<file path="config.mk">
export PLATFORM = sky130hd
export DESIGN_NAME = sha256_round_ctrl
export DESIGN_NICKNAME = d
export VERILOG_FILES = /design/src/rtl/sha256_round_ctrl.sv
export SDC_FILE = /design/constraint.sdc
export NUM_CORES = 2
export LEC_CHECK = 0
export ABC_CLOCK_PERIOD_IN_PS = 3900
export CAP_MARGIN = 20
export CORE_AREA = 2 2 339 341
export CTS_CLUSTER_SIZE = 30
export DETAILED_ROUTE_END_ITERATION = 10
export DIE_AREA = 0 0 341 343
export PLACE_DENSITY_LB_ADDON = 0.25
export SLEW_MARGIN = 20
export SYNTH_ARGS = -nofsm -noshare
export SYNTH_HDL_FRONTEND = slang
export SYNTH_SLANG_ARGS = --single-unit
</file>
<file path="constraint.sdc">
create_clock -name clk -period 3.9 [get_ports clk]
set_clock_uncertainty 0.15 [all_clocks]
set_input_delay 0.39 -clock clk [delete_from_list [all_inputs] [get_ports clk]]
set_output_delay 0.39 -clock clk [all_outputs]
set_load 0.005 [all_outputs]
</file>
<file path="src/rtl/sha256_round_ctrl.sv">
// rtl/sha256_round_ctrl.sv - SHA-256 block sequencer: word intake, 64-round control, chaining state
module sha256_round_ctrl (
    input  logic         clk,
    input  logic         reset,
    input  logic         start,
    input  logic         first,
    input  logic [31:0]  word_in,
    input  logic         word_valid,
    output logic         word_ready,
    input  logic [255:0] wv_in,
    output logic         rnd_load,
    output logic [255:0] h_out,
    output logic         rnd_en,
    output logic [5:0]   rnd_idx,
    output logic [31:0]  rnd_k,
    output logic [31:0]  rnd_d,
    output logic         busy,
    output logic         done,
    output logic [255:0] digest
);

    localparam int ROUNDS = 64;
    localparam logic [5:0] LAST_IDX = 6'(ROUNDS - 1);
    localparam logic [5:0] WORD_CNT = 6'd16;

    localparam logic [255:0] IV = 256'h6a09e667_bb67ae85_3c6ef372_a54ff53a_510e527f_9b05688c_1f83d9ab_5be0cd19;

    localparam logic [31:0] K_ROM [0:63] = '{
        32'h428a2f98, 32'h71374491, 32'hb5c0fbcf, 32'he9b5dba5, 32'h3956c25b, 32'h59f111f1, 32'h923f82a4, 32'hab1c5ed5,
        32'hd807aa98, 32'h12835b01, 32'h243185be, 32'h550c7dc3, 32'h72be5d74, 32'h80deb1fe, 32'h9bdc06a7, 32'hc19bf174,
        32'he49b69c1, 32'hefbe4786, 32'h0fc19dc6, 32'h240ca1cc, 32'h2de92c6f, 32'h4a7484aa, 32'h5cb0a9dc, 32'h76f988da,
        32'h983e5152, 32'ha831c66d, 32'hb00327c8, 32'hbf597fc7, 32'hc6e00bf3, 32'hd5a79147, 32'h06ca6351, 32'h14292967,
        32'h27b70a85, 32'h2e1b2138, 32'h4d2c6dfc, 32'h53380d13, 32'h650a7354, 32'h766a0abb, 32'h81c2c92e, 32'h92722c85,
        32'ha2bfe8a1, 32'ha81a664b, 32'hc24b8b70, 32'hc76c51a3, 32'hd192e819, 32'hd6990624, 32'hf40e3585, 32'h106aa070,
        32'h19a4c116, 32'h1e376c08, 32'h2748774c, 32'h34b0bcb5, 32'h391c0cb3, 32'h4ed8aa4a, 32'h5b9cca4f, 32'h682e6ff3,
        32'h748f82ee, 32'h78a5636f, 32'h84c87814, 32'h8cc70208, 32'h90befffa, 32'ha4506ceb, 32'hbef9a3f7, 32'hc67178f2
    };

    typedef enum logic [2:0] {
        S_IDLE,
        S_LOAD,
        S_ROUND,
        S_FINAL,
        S_DONE
    } state_t;

    state_t       state;
    state_t       state_n;
    logic [5:0]   cnt;
    logic [255:0] h_q;
    logic [255:0] h_sum;
    logic [255:0] digest_q;
    logic         word_phase;

    assign word_phase = (cnt < WORD_CNT);

    // Per-word modular add; carries never cross the 32-bit word boundaries.
    always_comb begin
        h_sum = '0;
        for (int i = 0; i < 8; i++) begin
            h_sum[i*32 +: 32] = h_q[i*32 +: 32] + wv_in[i*32 +: 32];
        end
    end

    always_ff @(posedge clk) begin
        if (reset) begin
            state    <= S_IDLE;
            cnt      <= '0;
            h_q      <= '0;
            digest_q <= '0;
        end else begin
            state <= state_n;
            case (state)
                S_IDLE: begin
                    if (start && first) begin
                        h_q <= IV;
                    end
                end
                S_LOAD: begin
                    cnt <= '0;
                end
                S_ROUND: begin
                    if (rnd_en) begin
                        cnt <= cnt + 6'd1;
                    end
                end
                S_FINAL: begin
                    h_q      <= h_sum;
                    digest_q <= h_sum;
                end
                default: begin
                end
            endcase
        end
    end

    always_comb begin
        state_n    = state;
        word_ready = 1'b0;
        rnd_en     = 1'b0;
        rnd_load   = 1'b0;
        busy       = 1'b1;
        done       = 1'b0;
        case (state)
            S_IDLE: begin
                busy = 1'b0;
                if (start) begin
                    state_n = S_LOAD;
                end
            end
            S_LOAD: begin
                rnd_load = 1'b1;
                state_n  = S_ROUND;
            end
            S_ROUND: begin
                // Word phase advances only on a handshake; schedule phase free-runs.
                if (word_phase) begin
                    word_ready = 1'b1;
                    rnd_en     = word_valid;
                end else begin
                    rnd_en = 1'b1;
                end
                if (rnd_en && (cnt == LAST_IDX)) begin
                    state_n = S_FINAL;
                end
            end
            S_FINAL: begin
                state_n = S_DONE;
            end
            S_DONE: begin
                done    = 1'b1;
                state_n = S_IDLE;
            end
            default: begin
                busy    = 1'b0;
                state_n = S_IDLE;
            end
        endcase
    end

    assign rnd_idx = cnt;
    assign rnd_k   = K_ROM[cnt];
    assign rnd_d   = word_phase ? word_in : 32'h0;
    assign h_out   = h_q;
    assign digest  = digest_q;

endmodule

</file>
Yosys cells after proc, flatten, opt, wreduce, memory -nomap -nowiden
Memory sizes are Yosys's and may differ from the RTL's. Cells that the tools add are included.

Register bits after elaboration: 521. Latch bits: 0. Bits in writable memories: 0. ROM bits: 2048. Input bits: 293. Logic and storage cells: 53. Memories kept: 1.

Memory list: (name not given) (depth 64, width 32, read ports 1, clocked after Yosys merged registers in 0, wr ports 0, line 142) `assign rnd_k = K_ROM[cnt];`.

$add $sub $neg: 9. Multipliers: 0. Div/mod/pow operators: 0. Magnitude comparators: 2. Equality and inequality tests: 9. Shift operators: 0. Multiplexer cells: 18. Bitwise operators: 1. Reduce and logical (&&, ||, !) cells: 9.

Operators with widths (number): $pmux 256 s2 (1); $add 32x32->32 (8); $mux 256 (1); $mux 32 (3); $pmux 3 s4 (1); $pmux 6 s2 (1); $mux 1 (8); $ne 2x2->1 const B (4); $ge 7x7->1 const B (1); $not 6->7 (1); $add 6x1->6 const B (1); $eq 3x2->1 const B (2); $eq 6x6->1 const B (1); $lt 6x5->1 const B (1); $mux 3 (2); $mux 6 (1); $reduce_and 2->1 (3); $reduce_bool 2->1 (2); $reduce_or 4->1 (1); $eq 3x1->1 const B (1); $eq 3x3->1 const B (1); $logic_not 3->1 (1); $logic_and 1x1->1 (2).

Logic depth before layout (Yosys ltp)
Word-level depth: 6. Mapped depth: 12.

Worst setup path before layout
OpenSTA, ideal clock, no wires.

Path type: in2reg. From: in wv_in[224]. To: reg digest_q[254] (netlist: digest[254]). Arrival time: 3128 ps. Setup slack: 548 ps. Stages: 11. Buffers on the path: 0. Cells stage by stage: ha_1 -> fa_1 -> a211o_1 -> o211ai_2 -> a21oi_2 -> a2111o_1 -> o21ai_2 -> a21oi_2 -> a221o_1 -> or3b_1 -> a31oi_1.

Longest elaborated chain between the ends: 1.

Ends and longest elaborated chain: start, declared (line 10) `input logic [255:0] wv_in,`; $add 32x32->32 (line 61) `h_sum[i*32 +: 32] = h_q[i*32 +: 32] + wv_in[i*32 +: 32];`; end signal, assigned (line 89) `digest_q <= h_sum;`; end, declared (line 52) `logic [255:0] digest_q;`.

No other way between the ends. A chain may end at the register's enable or synchronous reset.

Worst setup path in the final report
From: reg cnt[0] (netlist: rnd_idx[0]). To: out rnd_k[22].

Longest elaborated chain between the ends: 4.

Ends and longest elaborated chain: start, declared (line 49) `logic [5:0] cnt;`; start signal, assigned (line 84) `cnt <= cnt + 6'd1;`; $not 6->7 (implied by the code) (line 142); $mem_v2 64x32; $mux 32 (implied by the code) (2 in series) (line 142); end, declared (line 15) `output logic [31:0] rnd_k,`.

No other way between the ends. The select of a mux whose other input is x is not followed.

==> out/results.txt <==
The flow ran to the end, and the final reports show no timing, DRC or antenna violations. In this run the critical register-to-register path is launched from h_out[160]. Setup violations remaining at the end of the flow were counted as 0.

Data arrives at the worst endpoint at 3.30 ns. The routed wire length per instance came out at 23.4 microns. TritonCTS built the clock tree.

The number of DRC violations after detailed routing is 0, and the die height is 343 microns. In this design, the stage delay of the slowest critical-path cell is 0.49 ns. In this design, the largest share of critical-path delay is due to buffers and inverters.

For this block, the initial DRC count from the detailed router was 2564. Post-CTS timing repair inserted 0 buffers for setup. The end of the worst register-to-register path is h_out[188]. Routability-driven placement finished with a final weighted congestion of 0.959. Synthesis inferred 521 register bits.

The sequential element share of the synthesized area is 0.315. The worst setup path is launched from a flip-flop. The I/O pin total was 880; the maximum fanout count along the critical path was 14.

The number of global-route vias before repair is 34.0k, and the power density of the placed cells is 347 nW/um^2. VDD sags by at most 0.340 mV. After routing the design area is 46200 sq um.

After clock tree synthesis, the clock-pin slew on the worst setup and hold paths is 0.06 ns. For this design, the sink count on the clock tree is 521. The data required time at the worst endpoint was 3.36 ns.

The most numerous cell type found on the critical path is sky130_fd_sc_hd__buf_4. Yosys mapped a number of flops with a built-in enable equal to 0. At the pin with the least slew margin, the transition time is 1.13 ns. The initial standard-cell utilization of the core is 0.292. Share of flip-flops with an asynchronous set or reset: 0. Entering global routing, the biggest net connects 146 pins. The global router's overall resource usage is 0.251.

The tools report the number of distinct library cells after synthesis as 86. Summed over all nets, the half-perimeter wirelength after detailed placement is 116000 microns. The instance count on the critical path works out to 11. Walking the worst path, the cells encountered are inv_1 > buf_6 > ha_1 > buf_4 > nor2_1 > or3_1 > o211ai_1 > o21ai_0 > a21oi_2 > buf_4 > clkdlybuf4s50_1.

For the total clock buffers created by CTS, the log shows 68. Setup slack after placement: -0.0256 ns. The final layout contains 5582 nets. The logs give 0.408 for the fraction of the core area covered by cells at the end of the flow and 113000 sq um for the floorplan core area.

During placement, the flow inserted port buffers numbering 879. Maximum level of the CTS H-tree: 3. The timing startpoint of the critical path was rnd_idx[0].

The number of standard cells after synthesis is 4211, and the sum of buffers and inverters on the critical path is 5. The placed instances occupy a cell area of 43900 sq um. The number of cells on the worst reg-to-reg path is 11.

Once routing completed, OpenROAD measured the worst setup slack at 0.0598 ns. Predominant post-synthesis flop cell: sky130_fd_sc_hd__dfxtp_1. The tools report the total die area as 117000 sq um. The share of final-layout standard cells stronger than drive strength 1 works out to 0.0681. At the later pin of the worst-skew pair, clock insertion delay measures 0.65 ns. Setup repair after global routing could not meet its margin everywhere. The combinational fraction of design power was 0.242; the via count was 35.3k. The switching portion of total power is 0.311. The design internal power was 11.0 mW. The run gives 0 as the number of pins with negative max-slew slack in the final report. In this run the worst setup path terminates at rnd_k[22]. For the site row count, the log shows 124. Summed over all cells, the static leakage comes to 19.0 nW. Summed over all layers, the global routing overflow is 0. In this run the cell area of the synthesized design comes to 33100 sq um.

The proportion of power drawn by the clock network is 0.397, and the maximum operating frequency is 0.260 GHz. The mean instance size in the synthesized netlist was 7.87 sq um. The count of nets left with antenna violations once routing finished came out at 0. Post-synth net total: 4777. The sequential cell fraction of total power was 0.361. The tools report the count of TritonRoute iterations in the first routing pass as 6. Adding up every negative setup slack in the final design gives 0 ns. The area growth from synthesis to layout works out to 39.6%. The width of the chip came out at 341 microns. The clock passes through at most 3 buffers.

The tools report the initial antenna violation count as 18. The cell with the biggest individual delay on the critical path was sky130_fd_sc_hd__clkdlybuf4s50_1. Across the run, the number of max-cap violations was 0. In this run the power spent charging and discharging nets is 4.98 mW. The tools report the total power after layout as 16.0 mW.

Portion of the clock cycle consumed by the worst path in the final layout: 0.985. In this run the clock root is driven by a sky130_fd_sc_hd__clkbuf_16. The relative slew slack came out at 0.244. For the layout filler cell count, the log shows 11.5k. The minimum period implied by the final worst setup slack came out at 3.84 ns. Using the TritonRoute via totals, the vias-per-cell ratio works out to 5.36.

The critical path in this run is classified as flip-flop to output pin. The detailed-route wire length is 154000 microns. The first global-routing pass estimated 224000 microns of wire. Register-to-register path setup slack: 0.37 ns. The worst hold path belongs to the class flip-flop to flip-flop. The kind of end point of the critical path was an output pin. For the number of endpoints with negative hold slack in the final report, the log shows 0. During synthesis, Yosys emitted a total of 0 warnings.
## cells by family after synthesis
kind of cell               after synthesis  share of synthesized area
AOI/OAI and AO/OA                     1522                      0.297
and+or+nand+nor                       1327                      0.181
DFF                                    521                      0.315
buffers and inverters                  336                     0.0383
adders and majority gates              273                      0.105
xor gates and xnor gates               208                     0.0558
muxes                                   24                    0.00808
## timing repair
action / 4_1_cts / 5_1_grt
endpoints found under the setup margin: 7 / 15
hold endpoints to repair: 12 / 0
gates resized for setup: 4 / 16
pin swaps: 0 / 1
hold buffers: 1 / 0
## stage by stage
step           hold slack (ns)  instances
6_report                 0.289       6587
5_1_grt                  0.306       6586
4_1_cts                  0.295       6576
3_5_place_dp             0.282       6457
3_3_place_gp             0.279       6457
2_1_floorplan            0.289       4211
## cell usage in the layout, fill, tap and decap left out, types with 44 or more instances in the layout
cell,Yosys,routed
sky130_fd_sc_hd__nor2_1,266,261
sky130_fd_sc_hd__o211ai_1,45,45
sky130_fd_sc_hd__a21oi_1,518,515
sky130_fd_sc_hd__a22o_1,44,44
sky130_fd_sc_hd__and2_1,60,60
sky130_fd_sc_hd__o221a_2,60,60
sky130_fd_sc_hd__nand2_1,610,609
sky130_fd_sc_hd__a21o_1,177,176
sky130_fd_sc_hd__a211oi_1,52,51
sky130_fd_sc_hd__dfxtp_1,521,517
sky130_fd_sc_hd__o21a_1,51,51
sky130_fd_sc_hd__buf_4,0,101
sky130_fd_sc_hd__ha_1,265,262
sky130_fd_sc_hd__inv_1,70,68
sky130_fd_sc_hd__clkdlybuf4s50_1,0,878
sky130_fd_sc_hd__xnor2_1,134,134
sky130_fd_sc_hd__xor2_1,72,72
sky130_fd_sc_hd__o21ai_0,308,307
sky130_fd_sc_hd__nand3_1,100,100
sky130_fd_sc_hd__nor3_1,70,70
sky130_fd_sc_hd__clkbuf_16,0,69
## power by group through the flow
stage | registers (mW) | logic (mW) | clock network, mW
2_1_floorplan | 5.84 | 2.10 | 0
3_3_place_gp | 5.89 | 3.84 | 0
3_5_place_dp | 5.89 | 3.84 | 0
4_1_cts | 5.78 | 3.87 | 6.53
5_1_grt | 5.81 | 4.21 | 6.73
6_report | 5.79 | 3.88 | 6.36
## flip-flops by register name, summed over array words and instances (netlist names)
register	flops
rnd_idx	6
h_out	256
state	3
digest	256
## Yosys cell counts, types with 30 or more instances
master                     instances  share of area
sky130_fd_sc_hd__dfxtp_1         521           0.31
sky130_fd_sc_hd__a31oi_1          39         0.0074
sky130_fd_sc_hd__nor2_1          266          0.030
sky130_fd_sc_hd__o21bai_1         39         0.0088
sky130_fd_sc_hd__o21a_1           51          0.012
sky130_fd_sc_hd__o221a_2          60          0.020
sky130_fd_sc_hd__xor2_1           72          0.019
sky130_fd_sc_hd__a211oi_1         52          0.012
sky130_fd_sc_hd__nand4_1          33         0.0062
sky130_fd_sc_hd__a22o_1           44          0.012
sky130_fd_sc_hd__inv_1            70         0.0079
sky130_fd_sc_hd__o211ai_1         45          0.010
sky130_fd_sc_hd__a21o_1          177          0.040
sky130_fd_sc_hd__xnor2_1         134          0.035
sky130_fd_sc_hd__nor3_1           70          0.011
sky130_fd_sc_hd__clkbuf_1        228          0.026
sky130_fd_sc_hd__o21ai_0         308          0.047
sky130_fd_sc_hd__nand3_1         100          0.015
sky130_fd_sc_hd__and3_1           35         0.0066
sky130_fd_sc_hd__and2_1           60          0.011
sky130_fd_sc_hd__nand2_1         610          0.069
sky130_fd_sc_hd__buf_1            30         0.0034
sky130_fd_sc_hd__ha_1            265           0.10
sky130_fd_sc_hd__or3_1            31         0.0059
sky130_fd_sc_hd__a21oi_1         518          0.078
## layer usage
layer,GRT usage,wire length [microns]
met1,0.312,65000
met2,0.418,71900
met3,0.0692,12500
met4,0.0831,4920
met5,0,52
## cell type report
type	instances	area, sq um	area share
Sequential cell	521	10400	0.226
Clock inverter	20	241	0.00522
Tap cell	1512	1890	0.0409
Timing Repair Buffer	998	9870	0.213
Multi-Input combinational cell	3354	21500	0.465
Antenna cell	11	27.5	0.000595
Inverter	73	282	0.00609
Clock buffer	98	1980	0.0427
## worst min-delay path, delay by kind of cell (launching register included)
| kind | cells | cell delay (ns) |
|---|---|---|
| DFF | 1 | 0.30 |
| and+or+nand+nor | 2 | 0.09 |
## worst min-delay path by stage
stage / from / endpoint / slack (ns) / depth (start not counted)
final: digest[87] / digest[87] / 0.29 / 2
after global routing: digest[149] / digest[149] / 0.31 / 2
after CTS: digest[17] / digest[17] / 0.29 / 2
after detailed placement: digest[244] / digest[244] / 0.28 / 2
after global placement: digest[184] / digest[184] / 0.28 / 2
after floorplan: digest[117] / digest[117] / 0.29 / 2
Power figures use the tool's default switching activity.
